File: src/rtl/torreta_pkg.sv
// Shared state encoding and default timing constants for the firing turret.
package torreta_pkg;

  typedef enum logic [2:0] {
    OCIOSO  = 3'd0,
    PREPARA = 3'd1,
    DISPARA = 3'd2,
    RECARGA = 3'd3
  } estado_t;

  localparam int          M_MUNICAO_PADRAO   = 16;
  localparam int          N_MUNICAO_PADRAO   = 4;
  localparam int          T_PREPARA_PADRAO   = 200000;
  localparam int          T_DISPARO_PADRAO   = 200000;
  localparam int          T_RECARGA_PADRAO   = 200000;
  localparam int          N_RAJADA_PADRAO    = 3;
  localparam logic [11:0] DIST_AMEACA_PADRAO = 12'h050;

  function automatic int maior3(input int a, input int b, input int c);
    int m;
    m = (a > b) ? a : b;
    return (m > c) ? m : c;
  endfunction

endpackage

File: src/rtl/temporizador_disparo.sv
// Shared state timer: counts while enabled, restarts on every state entry,
// and flags the last cycle of the current state.
module temporizador_disparo #(
  parameter int WIDTH = 8
) (
  input  logic             clock,
  input  logic             reset,
  input  logic             zera,
  input  logic             conta,
  input  logic [WIDTH-1:0] limite,
  output logic             fim
);

  logic [WIDTH-1:0] valor_q, valor_d;

  always_comb begin
    valor_d = valor_q;
    if (zera) begin
      valor_d = '0;
    end else if (conta && (valor_q != limite)) begin
      valor_d = valor_q + WIDTH'(1);
    end
  end

  always_ff @(posedge clock or posedge reset) begin
    if (reset) begin
      valor_q <= '0;
    end else begin
      valor_q <= valor_d;
    end
  end

  // Deliberately independent of zera: zera is derived from the FSM, which uses fim.
  assign fim = conta && (valor_q == limite);

endmodule

File: src/rtl/torreta_disparo.sv
// Turret firing controller: threat detection, ammunition bookkeeping and the
// OCIOSO/PREPARA/DISPARA/RECARGA sequence for single shots and bursts.
module torreta_disparo
  import torreta_pkg::*;
#(
  parameter int          M_MUNICAO   = M_MUNICAO_PADRAO,
  parameter int          N_MUNICAO   = N_MUNICAO_PADRAO,
  parameter int          T_PREPARA   = T_PREPARA_PADRAO,
  parameter int          T_DISPARO   = T_DISPARO_PADRAO,
  parameter int          T_RECARGA   = T_RECARGA_PADRAO,
  parameter int          N_RAJADA    = N_RAJADA_PADRAO,
  parameter logic [11:0] DIST_AMEACA = DIST_AMEACA_PADRAO
) (
  input  logic                 clock,
  input  logic                 reset,
  input  logic [11:0]          medida,
  input  logic                 medida_pronto,
  input  logic                 conta_municao,
  input  logic                 modo_rajada,
  input  logic                 disparar,
  input  logic                 cancelar,
  output logic                 ameaca_detectada,
  output logic                 ocupado,
  output logic                 gatilho,
  output logic                 fim_disparo,
  output logic                 fim_rajada,
  output logic                 erro_sem_municao,
  output logic [N_MUNICAO-1:0] contagem_municao,
  output logic                 municao_carregada,
  output logic [2:0]           db_estado
);

  localparam int                   T_MAX       = maior3(T_PREPARA, T_DISPARO, T_RECARGA);
  localparam int                   TW          = $clog2(T_MAX + 1);
  localparam int                   SW          = $clog2(N_RAJADA + 1);
  localparam logic [N_MUNICAO-1:0] MUNICAO_MAX = N_MUNICAO'(M_MUNICAO - 1);
  localparam logic [SW-1:0]        RAJADA      = SW'(N_RAJADA);

  estado_t              estado_q, estado_d;
  logic [SW-1:0]        tiros_q, tiros_d;
  logic [N_MUNICAO-1:0] municao_q, municao_d;
  logic                 modo_q, modo_d;
  logic                 ameaca_q, ameaca_d;
  logic                 conta_ant_q, conta_ant_d;
  logic                 fim_disparo_q, fim_disparo_d;
  logic                 fim_rajada_q, fim_rajada_d;
  logic                 erro_q, erro_d;
  logic                 decrementa, subida;
  logic [TW-1:0]        limite;
  logic                 fim_tempo, zera_tempo, conta_tempo;

  always_comb begin
    limite = '0;
    unique case (estado_q)
      PREPARA: limite = TW'(T_PREPARA - 1);
      DISPARA: limite = TW'(T_DISPARO - 1);
      RECARGA: limite = TW'(T_RECARGA - 1);
      default: limite = '0;
    endcase
  end

  assign conta_tempo = (estado_q != OCIOSO);
  assign zera_tempo  = (estado_d != estado_q);

  temporizador_disparo #(
    .WIDTH(TW)
  ) u_temporizador (
    .clock (clock),
    .reset (reset),
    .zera  (zera_tempo),
    .conta (conta_tempo),
    .limite(limite),
    .fim   (fim_tempo)
  );

  always_ff @(posedge clock or posedge reset) begin
    if (reset) begin
      estado_q      <= OCIOSO;
      tiros_q       <= '0;
      municao_q     <= '0;
      modo_q        <= 1'b0;
      ameaca_q      <= 1'b0;
      conta_ant_q   <= 1'b0;
      fim_disparo_q <= 1'b0;
      fim_rajada_q  <= 1'b0;
      erro_q        <= 1'b0;
    end else begin
      estado_q      <= estado_d;
      tiros_q       <= tiros_d;
      municao_q     <= municao_d;
      modo_q        <= modo_d;
      ameaca_q      <= ameaca_d;
      conta_ant_q   <= conta_ant_d;
      fim_disparo_q <= fim_disparo_d;
      fim_rajada_q  <= fim_rajada_d;
      erro_q        <= erro_d;
    end
  end

  // An empty magazine is reported even without a threat; cancelar beats a timer expiry.
  always_comb begin
    estado_d      = estado_q;
    tiros_d       = tiros_q;
    modo_d        = modo_q;
    fim_disparo_d = 1'b0;
    fim_rajada_d  = 1'b0;
    erro_d        = 1'b0;
    decrementa    = 1'b0;
    unique case (estado_q)
      OCIOSO: begin
        if (disparar) begin
          if (municao_q == '0) begin
            erro_d = 1'b1;
          end else if (ameaca_q) begin
            estado_d = PREPARA;
            modo_d   = modo_rajada;
            tiros_d  = '0;
          end
        end
      end
      PREPARA: begin
        if (cancelar) begin
          estado_d     = OCIOSO;
          fim_rajada_d = (tiros_q != '0);
        end else if (fim_tempo) begin
          estado_d = DISPARA;
        end
      end
      DISPARA: begin
        if (fim_tempo) begin
          estado_d      = RECARGA;
          fim_disparo_d = 1'b1;
          decrementa    = 1'b1;
          tiros_d       = tiros_q + SW'(1);
        end
      end
      RECARGA: begin
        if (cancelar) begin
          estado_d     = OCIOSO;
          fim_rajada_d = (tiros_q != '0);
        end else if (fim_tempo) begin
          if (modo_q && (tiros_q < RAJADA) && (municao_q != '0)) begin
            estado_d = DISPARA;
          end else begin
            estado_d     = OCIOSO;
            fim_rajada_d = 1'b1;
          end
        end
      end
      default: estado_d = OCIOSO;
    endcase
  end

  // A reload edge on the same cycle as a shot cancels out, even when saturated.
  always_comb begin
    subida      = conta_municao && !conta_ant_q;
    conta_ant_d = conta_municao;
    municao_d   = municao_q;
    if (subida && !decrementa) begin
      if (municao_q != MUNICAO_MAX) begin
        municao_d = municao_q + N_MUNICAO'(1);
      end
    end else if (decrementa && !subida) begin
      if (municao_q != '0) begin
        municao_d = municao_q - N_MUNICAO'(1);
      end
    end
    ameaca_d = medida_pronto ? (medida < DIST_AMEACA) : ameaca_q;
  end

  always_comb begin
    ocupado           = (estado_q != OCIOSO);
    gatilho           = (estado_q == DISPARA);
    db_estado         = estado_q;
    ameaca_detectada  = ameaca_q;
    fim_disparo       = fim_disparo_q;
    fim_rajada        = fim_rajada_q;
    erro_sem_municao  = erro_q;
    contagem_municao  = municao_q;
    municao_carregada = (municao_q != '0);
  end

endmodule

File: config.mk
export PLATFORM = sky130hd
export DESIGN_NAME = torreta_disparo
export DESIGN_NICKNAME = d
export VERILOG_FILES = /design/src/rtl/torreta_pkg.sv /design/src/rtl/temporizador_disparo.sv /design/src/rtl/torreta_disparo.sv
export SDC_FILE = /design/constraint.sdc
export NUM_CORES = 1
export LEC_CHECK = 0
export CAP_MARGIN = 20
export CORE_AREA = 2 2 64 66
export CTS_BUF_LIST = sky130_fd_sc_hd__clkbuf_8
export DETAILED_ROUTE_END_ITERATION = 8
export DIE_AREA = 0 0 66 68
export GPL_TIMING_DRIVEN = 0
export PLACE_DENSITY = 0.77
export RECOVER_POWER = 100
export SLEW_MARGIN = 20
export SYNTH_ARGS = -nofsm -noshare
export SYNTH_HDL_FRONTEND = slang
export SYNTH_SLANG_ARGS = --single-unit
File: constraint.sdc
create_clock -name clock -period 2.12 [get_ports clock]
set_input_delay 0.212 -clock clock [delete_from_list [all_inputs] [get_ports clock]]
set_output_delay 0.212 -clock clock [all_outputs]
set_load 0.02 [all_outputs]
==> out/qor.txt <==
Max incr delay on CP: 0.41 ns
Setup CP Type: reg -> reg
CTS sink cnt: 33
DRC Markers: 0
Hold crit path type: in -> async
Synthesized cell area: 1799 um2
Syn Inst Count: 184
Share of cells above drive strength 1: 23.73%
Number of global-route vias before repair: 1497
H-tree depth: 2
Num CTS Buffers: 5
Final Hold Viols: 0
Final ANT Viol Nets: 0
Port bufs: 28
Library cells used by synthesis: 41
Dpl ws: -0.4734 ns
Seq/Total Area, Yosys: 45.90%
Worst setup margin: -0.09746 ns
Critical Path RT: 2.28 ns
CP max-delay cell: dfrtp_1
Number of synthesized register bits: 33
Initial antenna violation count: 0
Largest area contributor in the netlist: dfrtp_1
Total power: 1.693 mW
Worst-Margin Slew: 0.6704 ns
Violated checks: setup timing
Routability cong.: 0.8809
DR vias: 1550
Drt pass-1 iters: 4
Largest net degree at the start of global routing: 34
Clk slew on worst S/H paths: 0.06 ns
EDFF count, synth: 0
Post-Syn Area per Cell: 9.778 um2
Post-synth top cells: dfrtp_1, nor2_1, nand2_1
Yosys warns: 0
Worst vdd ir: 586.0 uV
Final nets: 260
Top-area cell type share of the netlist area: 45.90%
Status: finished, violations left
Asr flop ratio synth: 100.0%
Layout area overhead: 37.48%
All-Layer GR Usage: 19.08%
Most common cell in the netlist: dfrtp_1
Fin Clk Skew: 0.002545 ns
Total global routing overflow: 0
Worst Path Max Fanout: 2
Critical Path End Type: register
Slew Limit Fails: 0
Synth area leaders: dfrtp_1, nor2_1, xor2_1
Leak: 1.059 nW
N_diodes: 0
Starting density of the core: 46.66%
Tmin final: 2.217 ns
WP data arrival: 2.37 ns
Worst path bufs/invs: 0
IO Count: 33
Delay-heaviest family, CP: simple AND/OR/NAND/NOR gates
1st-iter DRT viols: 88
Fin crit share: 104.6%
Rel. slew slack: 55.24%
Final HPWL DP: 2.628 mm
Crit-path most repeated cell: nand2b_1
Syn Nets: 209
Die extent in x: 66 um
RSZ-0062 raised after global routing: true
Die Y: 68 um
Synth Flop Type: dfrtp_1
Drt via density: 5.420
Power Density: 684.6 nW/um2
Final WL: 4.074 mm
Clock Tree Buf Depth: 2
Clock Latency Late Sink: 0.28 ns
Critical Path Source Type: register
DR WL/cell: 14.24 um
Max-capacitance violation count: 0
Core footprint: 3856 um2
Root buffer cell: clkbuf_8
First-pass GRT wire length: 6.506 mm
Row count: 23
CTS tree: built
Die area: 4488 um2
Critical Path, Cell by Cell: nor4_4 > nand3_2 > nand3b_1 > nand2b_1 > ha_1 > a21o_1 > a21oi_2 > nand2b_1 > mux2i_1 > xor2_1
Setup violations, final: 2
Fmax achieved: 0.4510 GHz
==> final cells by class <==
cell class / count / area, um2
repair buffers: 44 / 399.1
inverters: 7 / 26.28
flip-flops and latches: 33 / 830.8
clock buffers: 7 / 96.34
fillers: 329 / 1383
clock inverters: 1 / 5.005
well taps: 50 / 62.56
multi-input cells: 141 / 1031
plain buffers: 3 / 22.52
==> stage by stage <==
stage | instance area, um2 | hold slack (ns) | cells | utilization [%] | setup TNS, ns
2_1_floorplan | 1822 | 0.2434 | 184 | - | -0.1529
3_3_place_gp | 2165 | 0.4924 | 262 | 56.13 | -2.825
3_5_place_dp | 2165 | 0.4993 | 262 | 56.13 | -2.717
4_1_cts | 2355 | 0.3794 | 277 | 61.06 | -0.1263
5_1_grt | 2474 | 0.4293 | 286 | 64.15 | -0.6528
6_report | 2474 | 0.3511 | 286 | 64.15 | -0.1101
==> cell families after synthesis <==
| kind of cell | Yosys count | share of synthesized area (%) |
|---|---|---|
| flops | 33 | 45.90 |
| buf+inv | 10 | 2.573 |
| other cells | 1 | 0.2084 |
| xor+xnor | 17 | 8.276 |
| simple gates | 92 | 27.82 |
| compound gates | 20 | 7.650 |
| fa+ha+maj | 6 | 4.590 |
| mux | 5 | 2.990 |
==> repair_timing <==
| item | CTS | global route |
|---|---|---|
| hold buffers | 0 | 0 |
| pin swaps | 4 | 4 |
| gates resized for setup | 10 | 14 |
| setup endpoints to repair | 18 | 24 |
| setup buffers | 7 | 9 |
==> path summary, 6_finish.rpt <==
path	start	to	slack, ns	cells after the start
max in group asynchronous	reset	db_estado[2]	1.29	2
max reg2reg	u_temporizador.valor_q[15]	contagem_municao[3]	-0.1	10
min	reset	contagem_municao[2]	0.35	2
max	u_temporizador.valor_q[15]	contagem_municao[3]	-0.1	10
min reg2reg	modo_q	modo_q	0.51	1
min in group clock	conta_municao	conta_ant_q	0.42	1
==> cell usage in the layout, fill, tap and decap left out, types with 5 or more instances in the layout <==
master / n
clkbuf_8: 7
nand4_1: 6
ha_1: 5
buf_4: 16
nand3_1: 8
nor2_1: 19
dfrtp_1: 29
xor2_1: 9
nor3_1: 8
xnor2_1: 8
inv_1: 6
dlygate4sd3_1: 7
clkdlybuf4s50_1: 20
nand2_1: 14
==> flip-flops by register name (all words and copies together), names as in the netlist <==
signal	count
ameaca_detectada	1
conta_ant_q	1
contagem_municao	4
db_estado	3
erro_sem_municao	1
fim_disparo	1
fim_rajada	1
modo_q	1
tiros_q	2
u_temporizador.valor_q	18
==> power breakdown <==
| group | switching, mW | internal (mW) |
|---|---|---|
| Sequential | 0.0795 | 0.688 |
| Clock | 0.213 | 0.293 |
| Combinational | 0.207 | 0.212 |
| Total | 0.500 | 1.19 |
==> routing by layer <==
metal / track usage [%] / part of all wire [%] / vias to the layer above
li1: - / - / 754
met1: 24.24 / 45 / 747
met3: 3.783 / 4.7 / 5
met4: 8.929 / 1.4 / 0
met5: 0 / 0 / -
met2: 31.57 / 49 / 44
(Power assumes the default switching activity.)
